==> config.mk <==
export PLATFORM = sky130hd
export DESIGN_NAME = memoredf_config_port
export DESIGN_NICKNAME = d
export VERILOG_FILES = /design/src/rtl/memoredf_config_port.sv
export SDC_FILE = /design/constraint.sdc
export NUM_CORES = 1
export LEC_CHECK = 0
export CAP_MARGIN = 20
export CORE_UTILIZATION = 50
export DETAILED_ROUTE_END_ITERATION = 8
export HOLD_SLACK_MARGIN = 0.15
export MAX_ROUTING_LAYER = met4
export PLACE_DENSITY_LB_ADDON = 0.25
export SETUP_SLACK_MARGIN = 0.2
export SYNTH_ARGS = -nofsm -noshare
export SYNTH_HDL_FRONTEND = slang
export SYNTH_SLANG_ARGS = --single-unit
==> constraint.sdc <==
create_clock -name i_aclk -period 6.13 [get_ports i_aclk]
set_input_delay 1.226 -clock i_aclk [delete_from_list [all_inputs] [get_ports i_aclk]]
set_output_delay 1.226 -clock i_aclk [all_outputs]
set_load 0.01 [all_outputs]
==> src/rtl/memoredf_config_port.sv <==
// AXI4-Lite register file holding the MemorEDF scheduler configuration: control word,
// read-only status word and a per-channel period table, with a one-cycle update pulse.
module memoredf_config_port #(
    parameter int unsigned           ADDR_WIDTH = 32,
    parameter int unsigned           DATA_WIDTH = 32,
    parameter int unsigned           N_CHANNELS = 4,
    parameter int unsigned           PERIOD_W   = 16,
    parameter logic [ADDR_WIDTH-1:0] BASE_ADDR  = ADDR_WIDTH'(32'hC000_0000),
    parameter logic [7:0]            VERSION    = 8'h02
) (
    input  logic                           i_aclk,
    input  logic                           i_areset,
    input  logic [ADDR_WIDTH-1:0]          i_s_axi_awaddr,
    input  logic                           i_s_axi_awvalid,
    output logic                           o_s_axi_awready,
    input  logic [DATA_WIDTH-1:0]          i_s_axi_wdata,
    input  logic [DATA_WIDTH/8-1:0]        i_s_axi_wstrb,
    input  logic                           i_s_axi_wvalid,
    output logic                           o_s_axi_wready,
    output logic [1:0]                     o_s_axi_bresp,
    output logic                           o_s_axi_bvalid,
    input  logic                           i_s_axi_bready,
    input  logic [ADDR_WIDTH-1:0]          i_s_axi_araddr,
    input  logic                           i_s_axi_arvalid,
    output logic                           o_s_axi_arready,
    output logic [DATA_WIDTH-1:0]          o_s_axi_rdata,
    output logic [1:0]                     o_s_axi_rresp,
    output logic                           o_s_axi_rvalid,
    input  logic                           i_s_axi_rready,
    output logic                           o_cfg_enable,
    output logic [1:0]                     o_cfg_mode,
    output logic [N_CHANNELS*PERIOD_W-1:0] o_cfg_period,
    output logic                           o_cfg_update
);

    localparam int unsigned      NBytes     = DATA_WIDTH / 8;
    localparam int unsigned      WordW      = ADDR_WIDTH - 2;
    localparam logic [WordW-1:0] BaseWord   = BASE_ADDR[ADDR_WIDTH-1:2];
    localparam logic [WordW-1:0] ChFirst    = WordW'(2);
    localparam logic [WordW-1:0] ChEnd      = WordW'(2 + N_CHANNELS);
    localparam logic [1:0]       RespOkay   = 2'b00;
    localparam logic [1:0]       RespSlvErr = 2'b10;

    typedef enum logic [1:0] {WIdle, WHaveA, WHaveD, WResp} w_state_e;
    typedef enum logic [0:0] {RIdle, RData} r_state_e;

    w_state_e              r_wstate;
    r_state_e              r_rstate;
    logic                  r_awready, r_wready, r_bvalid, r_arready, r_rvalid;
    logic [1:0]            r_bresp, r_rresp;
    logic [ADDR_WIDTH-1:0] r_awaddr;
    logic [DATA_WIDTH-1:0] r_wdata, r_rdata;
    logic [NBytes-1:0]     r_wstrb;
    logic [2:0]            r_ctrl;
    logic [PERIOD_W-1:0]   r_period [N_CHANNELS];
    logic                  r_upd_pend, r_update;

    logic                  w_aw_hs, w_w_hs, w_ar_hs, w_commit;
    logic [ADDR_WIDTH-1:0] w_wr_addr;
    logic [DATA_WIDTH-1:0] w_wr_data, w_wr_old, w_wr_merged;
    logic [NBytes-1:0]     w_wr_strb;
    logic [WordW-1:0]      w_wr_word, w_wr_ch, w_rd_word, w_rd_ch;
    logic                  w_wr_below, w_wr_ctrl, w_wr_chan, w_wr_ok;
    logic                  w_rd_below, w_rd_err;
    logic [DATA_WIDTH-1:0] w_rd_data;
    logic                  w_unused_bits;

    assign w_aw_hs = i_s_axi_awvalid && r_awready;
    assign w_w_hs  = i_s_axi_wvalid && r_wready;
    assign w_ar_hs = i_s_axi_arvalid && r_arready;

    // A half-accepted write completes from the latched channel plus the live one.
    always_comb begin
        w_wr_addr = (r_wstate == WHaveA) ? r_awaddr : i_s_axi_awaddr;
        w_wr_data = (r_wstate == WHaveD) ? r_wdata : i_s_axi_wdata;
        w_wr_strb = (r_wstate == WHaveD) ? r_wstrb : i_s_axi_wstrb;
    end

    assign w_wr_below = w_wr_addr[ADDR_WIDTH-1:2] < BaseWord;
    assign w_wr_word  = w_wr_addr[ADDR_WIDTH-1:2] - BaseWord;
    assign w_wr_ctrl  = !w_wr_below && (w_wr_word == '0);
    assign w_wr_chan  = !w_wr_below && (w_wr_word >= ChFirst) && (w_wr_word < ChEnd);
    assign w_wr_ch    = w_wr_word - ChFirst;
    assign w_wr_ok    = w_wr_ctrl || w_wr_chan;

    assign w_commit = ((r_wstate == WIdle) && w_aw_hs && w_w_hs) ||
                      ((r_wstate == WHaveA) && w_w_hs) ||
                      ((r_wstate == WHaveD) && w_aw_hs);

    always_comb begin
        w_wr_old = DATA_WIDTH'(r_ctrl);
        for (int i = 0; i < N_CHANNELS; i++) begin
            if (w_wr_chan && (w_wr_ch == WordW'(i))) begin
                w_wr_old = DATA_WIDTH'(r_period[i]);
            end
        end
        for (int b = 0; b < NBytes; b++) begin
            w_wr_merged[b*8 +: 8] = w_wr_strb[b] ? w_wr_data[b*8 +: 8] : w_wr_old[b*8 +: 8];
        end
    end

    always_ff @(posedge i_aclk) begin
        if (i_areset) begin
            r_wstate   <= WIdle;
            r_awready  <= 1'b0;
            r_wready   <= 1'b0;
            r_bvalid   <= 1'b0;
            r_bresp    <= RespOkay;
            r_awaddr   <= '0;
            r_wdata    <= '0;
            r_wstrb    <= '0;
            r_ctrl     <= '0;
            r_upd_pend <= 1'b0;
            r_update   <= 1'b0;
            for (int i = 0; i < N_CHANNELS; i++) begin
                r_period[i] <= '0;
            end
        end else begin
            r_update   <= r_upd_pend;
            r_upd_pend <= 1'b0;
            case (r_wstate)
                WIdle: begin
                    if (w_commit) begin
                        r_wstate  <= WResp;
                        r_awready <= 1'b0;
                        r_wready  <= 1'b0;
                    end else if (w_aw_hs) begin
                        r_wstate  <= WHaveA;
                        r_awaddr  <= i_s_axi_awaddr;
                        r_awready <= 1'b0;
                        r_wready  <= 1'b1;
                    end else if (w_w_hs) begin
                        r_wstate  <= WHaveD;
                        r_wdata   <= i_s_axi_wdata;
                        r_wstrb   <= i_s_axi_wstrb;
                        r_awready <= 1'b1;
                        r_wready  <= 1'b0;
                    end else begin
                        // Also the first cycle out of reset, when both readies are still low.
                        r_awready <= 1'b1;
                        r_wready  <= 1'b1;
                    end
                end
                WHaveA: begin
                    if (w_commit) begin
                        r_wstate <= WResp;
                        r_wready <= 1'b0;
                    end
                end
                WHaveD: begin
                    if (w_commit) begin
                        r_wstate  <= WResp;
                        r_awready <= 1'b0;
                    end
                end
                WResp: begin
                    if (i_s_axi_bready) begin
                        r_wstate  <= WIdle;
                        r_bvalid  <= 1'b0;
                        r_bresp   <= RespOkay;
                        r_awready <= 1'b1;
                        r_wready  <= 1'b1;
                    end
                end
                default: r_wstate <= WIdle;
            endcase
            if (w_commit) begin
                r_bvalid   <= 1'b1;
                r_bresp    <= w_wr_ok ? RespOkay : RespSlvErr;
                r_upd_pend <= w_wr_ok;
                if (w_wr_ctrl) begin
                    r_ctrl <= w_wr_merged[2:0];
                end
                for (int i = 0; i < N_CHANNELS; i++) begin
                    if (w_wr_chan && (w_wr_ch == WordW'(i))) begin
                        r_period[i] <= w_wr_merged[PERIOD_W-1:0];
                    end
                end
            end
        end
    end

    assign w_rd_below = i_s_axi_araddr[ADDR_WIDTH-1:2] < BaseWord;
    assign w_rd_word  = i_s_axi_araddr[ADDR_WIDTH-1:2] - BaseWord;
    assign w_rd_ch    = w_rd_word - ChFirst;

    always_comb begin
        w_rd_data = '0;
        w_rd_err  = 1'b0;
        if (w_rd_below) begin
            w_rd_err = 1'b1;
        end else if (w_rd_word == '0) begin
            w_rd_data = DATA_WIDTH'(r_ctrl);
        end else if (w_rd_word == WordW'(1)) begin
            w_rd_data = DATA_WIDTH'({VERSION, 8'h00, 8'(N_CHANNELS), 7'h00, r_ctrl[0]});
        end else if ((w_rd_word >= ChFirst) && (w_rd_word < ChEnd)) begin
            for (int i = 0; i < N_CHANNELS; i++) begin
                if (w_rd_ch == WordW'(i)) begin
                    w_rd_data = DATA_WIDTH'(r_period[i]);
                end
            end
        end else begin
            w_rd_err = 1'b1;
        end
    end

    always_ff @(posedge i_aclk) begin
        if (i_areset) begin
            r_rstate  <= RIdle;
            r_arready <= 1'b0;
            r_rvalid  <= 1'b0;
            r_rdata   <= '0;
            r_rresp   <= RespOkay;
        end else begin
            case (r_rstate)
                RIdle: begin
                    if (w_ar_hs) begin
                        r_rstate  <= RData;
                        r_arready <= 1'b0;
                        r_rvalid  <= 1'b1;
                        r_rdata   <= w_rd_data;
                        r_rresp   <= w_rd_err ? RespSlvErr : RespOkay;
                    end else begin
                        r_arready <= 1'b1;
                    end
                end
                RData: begin
                    if (i_s_axi_rready) begin
                        r_rstate  <= RIdle;
                        r_rvalid  <= 1'b0;
                        r_arready <= 1'b1;
                    end
                end
                default: r_rstate <= RIdle;
            endcase
        end
    end

    always_comb begin
        o_cfg_period = '0;
        for (int i = 0; i < N_CHANNELS; i++) begin
            o_cfg_period[i*PERIOD_W +: PERIOD_W] = r_period[i];
        end
    end

    // Byte-offset bits and discarded upper write bits have no function.
    assign w_unused_bits = ^{w_wr_addr[1:0], i_s_axi_araddr[1:0], w_wr_merged};

    assign o_s_axi_awready = r_awready;
    assign o_s_axi_wready  = r_wready;
    assign o_s_axi_bvalid  = r_bvalid;
    assign o_s_axi_bresp   = r_bresp;
    assign o_s_axi_arready = r_arready;
    assign o_s_axi_rvalid  = r_rvalid;
    assign o_s_axi_rdata   = r_rdata;
    assign o_s_axi_rresp   = r_rresp;
    assign o_cfg_enable    = r_ctrl[0];
    assign o_cfg_mode      = r_ctrl[2:1];
    assign o_cfg_update    = r_update;

endmodule

Word level (Yosys, flattened, before mapping)
Memories as Yosys holds them, arrays and structs flattened.
Index checks and enable logic that the tools add are counted.
{ "totals": {"regBits": 99, "ramBits": 64, "out_inout_bits": 109, "wordCells": 164, "memories": 1} }
{ "op_classes": {"add_sub_neg": 4, "order_cmp": 6, "eq_ne": 17, "n_mux": 74, "bitwise": 7, "reduce_logical": 39} }
{ "mem_list": {"columns": ["memory", "depth", "width", "read_ports", "rd_ports_with_merged_regs", "wr", "line", "source"], "rows": [
  ["r_period", 4, 16, 4, 0, 4, "55", "logic [PERIOD_W-1:0] r_period [N_CHANNELS];"]
]} }
{ "op_table": {"columns": ["cell", "count"], "rows": [
  ["$mux 32", 8],
  ["$mux 16", 10],
  ["$eq 30x2->1 const B", 4],
  ["$logic_not 30->1", 4],
  ["$eq 30x1->1 const B", 3],
  ["$ge 30x2->1 const B", 2],
  ["$lt 30x3->1 const B", 2],
  ["$lt 30x30->1 const B", 2],
  ["$sub 30x2->30 const B", 2],
  ["$sub 30x30->30 const B", 2],
  ["$mux 1", 38],
  ["$mux 2", 10],
  ["$mux 8", 2],
  ["$logic_and 1x1->1", 15],
  ["$reduce_and 3->1", 4],
  ["$ne 2x2->1 const B", 5],
  ["$reduce_and 2->1", 4],
  ["$pmux 1 s2", 3],
  ["$pmux 1 s3", 2],
  ["$pmux 2 s3", 1],
  ["$reduce_bool 3->1", 2],
  ["$eq 2x2->1 const B", 2],
  ["$ne 4x4->1 const B", 1],
  ["$or 1x1->1", 4],
  ["9 further kinds", 15]
]} }

Depth between registers and ports, before layout
{ "depth": {"word_depth": 13, "ltp_mapped": 18, "depth_no_buf": 12} }

Least setup slack after synthesis
Ideal clock, no wire load.
{ "synth_path": {"kind": "reg-to-reg", "startpoint": "register r_wstate[1]", "endpoint": "memory r_period[1][0], enable pin", "setup_ns": 0.373, "t_arrival_ns": 4.307, "t_required_ns": 5.757, "setup_slack_ns": 1.451, "stages_incl_launch_ff": 17, "path_buffers": 6, "period_less_slack_ns": 4.679, "cell_sequence": "dfxtp_1 -> inv_1 -> ha_1 -> buf_4 -> buf_6 -> buf_2 -> buf_2 -> mux2i_1 -> clkinv_1 -> clkbuf_1 -> ha_1 -> a2111oi_0 -> o21ai_0 -> a211o_1 -> nor2_2 -> buf_6 -> a41o_1"} }
{ "synth_lines": {"columns": ["element", "line", "source"], "rows": [
  ["start: declaration", "47", "w_state_e r_wstate;"],
  ["start signal: assignment", "104", "r_wstate <= WIdle;"],
  ["start signal: assignment", "124", "r_wstate <= WResp;"],
  ["start signal: assignment", "128", "r_wstate <= WHaveA;"],
  ["end: declaration", "55", null]
]} }

==> flow_summary.yaml <==
sta:
  worst_pin_slew_ns: 1.040
  setup_viol: 0
  finalCritPeriodShare_pct: 76.46
  slew_headroom_pct: 30.69
  hold_viol_final: 0
  clock.fmax_mhz: 213.4
  finClkSkew_ns: 0.01145
  min_period_ns: 4.687
  maxSlewViolCount: 0
  grt_setup_unrepaired: "no"
  fin_setup_tns_ns: 0
detailed_routing:
  drc: 0
  wl_um: 23690
  first_pass_iters: 5
  drt-vias-per-instance: 6.099
  drt_iter0_drc: 613
  vias: 7514
  drtAntennaViolNets: 0
  drt-wirelength-per-cell_um: 19.23
synth:
  yosysSeqAreaShare_pct: 42.56
  async_reset_ff_share_pct: 0
  yosys.area.top_type: "edfxtp_1"
  synth_area_mm2: 0.008278
  synthesis.instances: 848
  synthTopCellsByArea: "edfxtp_1 (23%), dfxtp_1 (19%), mux4_2 (7.9%)"
  ys_warn_count: 0
  synth_edf_count: 64
  synth_cell_types: 69
  synth.top_cell.area_share_pct: 23.22
  postSynthAreaPerCell_um2: 9.762
  synth-seq-cells: 144
  ys.flop_type: "dfxtp_1"
floorplan:
  dieHeight_um: 130.7
  fp.coreArea_mm2: 0.01600
  dieArea_mm2: 0.01707
  start_util_pct: 51.74
  rows: 46
  pin_count: 216
  die_x_um: 130.7
critical_path:
  crit_type: "input pin to flop"
  setup.worst_path.start_class: "input pin"
  r2r-start: "r_wstate[1]"
  crit_required_ns: 6.24
  worstReg2RegEnd: "r_period[0][3]"
  path_max_fanout: 29
  cp-startpoint: "i_s_axi_awaddr[5]"
  worstSetupEndpointType: "flop"
  r2r_setup_slack_ns: 1.66
  cp.arrival_ns: 4.79
  crit_path_end: "r_period[0][3]"
  rr_worst_depth: 12
global_routing:
  antenna_found_initial: 0
  grt_max_degree: 51
  grt_util_all_layers_pct: 29.13
  grt_pass1_wl_um: 36610
  grt_overflow: 0
  grt_pass1_vias: 6976
cts:
  clkLatencyLatePin_ns: 0.43
  cts_made_buffers: 17
  clk_pin_slew_worst_paths_ns: 0.05
  h-tree-depth: 4
  clk_path_buf_depth: 2
  hold_buffers: 0
  clock-sinks: 144
  cts_tree: "done"
  cts_setup_buffers: 0
  ctsResizeCount: 0
  root_buffer: "clkbuf_16"
outcome:
  status: "completed"
placement:
  routabilityCongestion: 0.9888
  dp_cells: 1200
  dpl_cell_area_mm2: 0.01016
  hpwlAfterDp_um: 16590
  io_buffers: 176
power_and_ir_drop:
  peakVddDrop_mv: 0.2185
  power_density_mw_per_mm2: 293.5
  leakage_nw: 3.792
final_layout:
  final_common_cell: "clkdlybuf4s50_1"
  fin_cells: 1232
  most-common-layout-cells: "clkdlybuf4s50_1 (175), nand2_1 (158), dfxtp_1 (80)"
  fin_nets: 1122
  area_delta_synth_final_pct: 30.73
  antenna_cells: 0
  final_area_mm2: 0.01082
  final_layout_size_suffix_gt1_share_pct: 9.449
flow_run:
  drv_cap: 0
hold_path:
  min_path_type: "flop to flop"
==> report_power, final <==
part / switching [W] / total [W] / leakage (nW) / internal [W]
Sequential: 0.0000577 / 0.00113 / 1.31 / 0.00107
Clock: 0.000394 / 0.00113 / 0.316 / 0.000733
Combinational: 0.000562 / 0.000917 / 2.17 / 0.000355
Total: 0.00101 / 0.00318 / 3.79 / 0.00216
==> cells by family (layout without fill, tap and decap cells) <==
logic type,Yosys count,in the layout,share of synthesized area (%)
simple gates,336,336,19.91
fa+ha+maj,11,11,1.663
buf+inv,83,235,5.215
xor+xnor,2,2,0.2116
mux,60,60,11.70
compound gates,211,211,18.70
other cells,1,17,0.04530
flops,144,144,42.56
==> worst max-delay path: stages <==
cell	delay, ns
clkdlybuf4s50_1	0.47
or4_1	0.56
a222oi_1	0.56
nand2_1	0.13
or3_1	0.44
a211o_1	0.38
nor2_4	0.19
buf_4	0.33
a41o_1	0.22
buf_4	0.28
==> worst min path at each step <==
| stage | startpoint | end | depth (start not counted) |
|---|---|---|---|
| after global routing | r_upd_pend | o_cfg_update | 1 |
| after CTS | r_upd_pend | o_cfg_update | 1 |
| final | r_upd_pend | o_cfg_update | 1 |
| after floorplan | r_upd_pend | o_cfg_update | 1 |
| after detailed placement | r_upd_pend | o_cfg_update | 1 |
| after global placement | r_upd_pend | o_cfg_update | 1 |
==> cell type report <==
type / instances / area [um^2]
Timing Repair Buffer: 196 / 1911
Multi-Input combinational cell: 637 / 4433
Fill cell: 1275 / 5179
Inverter: 8 / 30.03
Clock buffer: 24 / 535.5
Clock inverter: 7 / 118.9
Sequential cell: 144 / 3523
Tap cell: 216 / 270.3
==> registers in the layout (all words and copies together) (netlist names), 2 cells and up <==
register       flops
r_wstrb            2
r_period          64
r_wdata           16
r_awaddr          30
r_wstate           2
o_s_axi_rdata     17
r_ctrl             3
==> synthesized netlist by cell type, types with 4 or more instances <==
cell type and number:
nand2_1 158, dfxtp_1 80, a21oi_1 77, edfxtp_1 64, o2111a_1 52, clkbuf_1 41, nand4_1 33, nor2_1 32
mux4_2 29, o21ai_0 28, mux2i_1 27, nor3_1 20, buf_4 18, nor4_1 15, nand2b_1 13, or3_1 13
ha_1 11, nor3b_1 8, and2_1 7, inv_1 7, nand3_1 7, a211oi_1 6, a31oi_1 6, buf_2 6
buf_6 6, nor2b_1 5, o21a_1 5, or4_1 5, a22oi_1 4, a41o_1 4, buf_1 4, mux2_2 4
==> stage by stage <==
stage / hold WS [ns] / power, W / utilization [%] / setup slack, ns
after floorplan: 0.4138 / 0.001763 / - / 1.451
after global placement: 0.4216 / 0.002034 / 63.47 / 1.127
after detailed placement: 0.4239 / 0.002043 / 63.47 / 1.069
after CTS: 0.4366 / 0.003169 / 67.56 / 1.508
after global routing: 0.4648 / 0.003321 / 67.63 / 1.316
final: 0.4314 / 0.003177 / 67.63 / 1.443
==> layer usage <==
metal	GRT usage [%]	vias to the layer above	wire, um
met1	36.98	3574	9971
met5	-	-	0
met4	8.316	0	338
li1	-	3545	-
met2	46.06	359	11140
met3	7.410	36	2244
(Power assumes the default switching activity.)
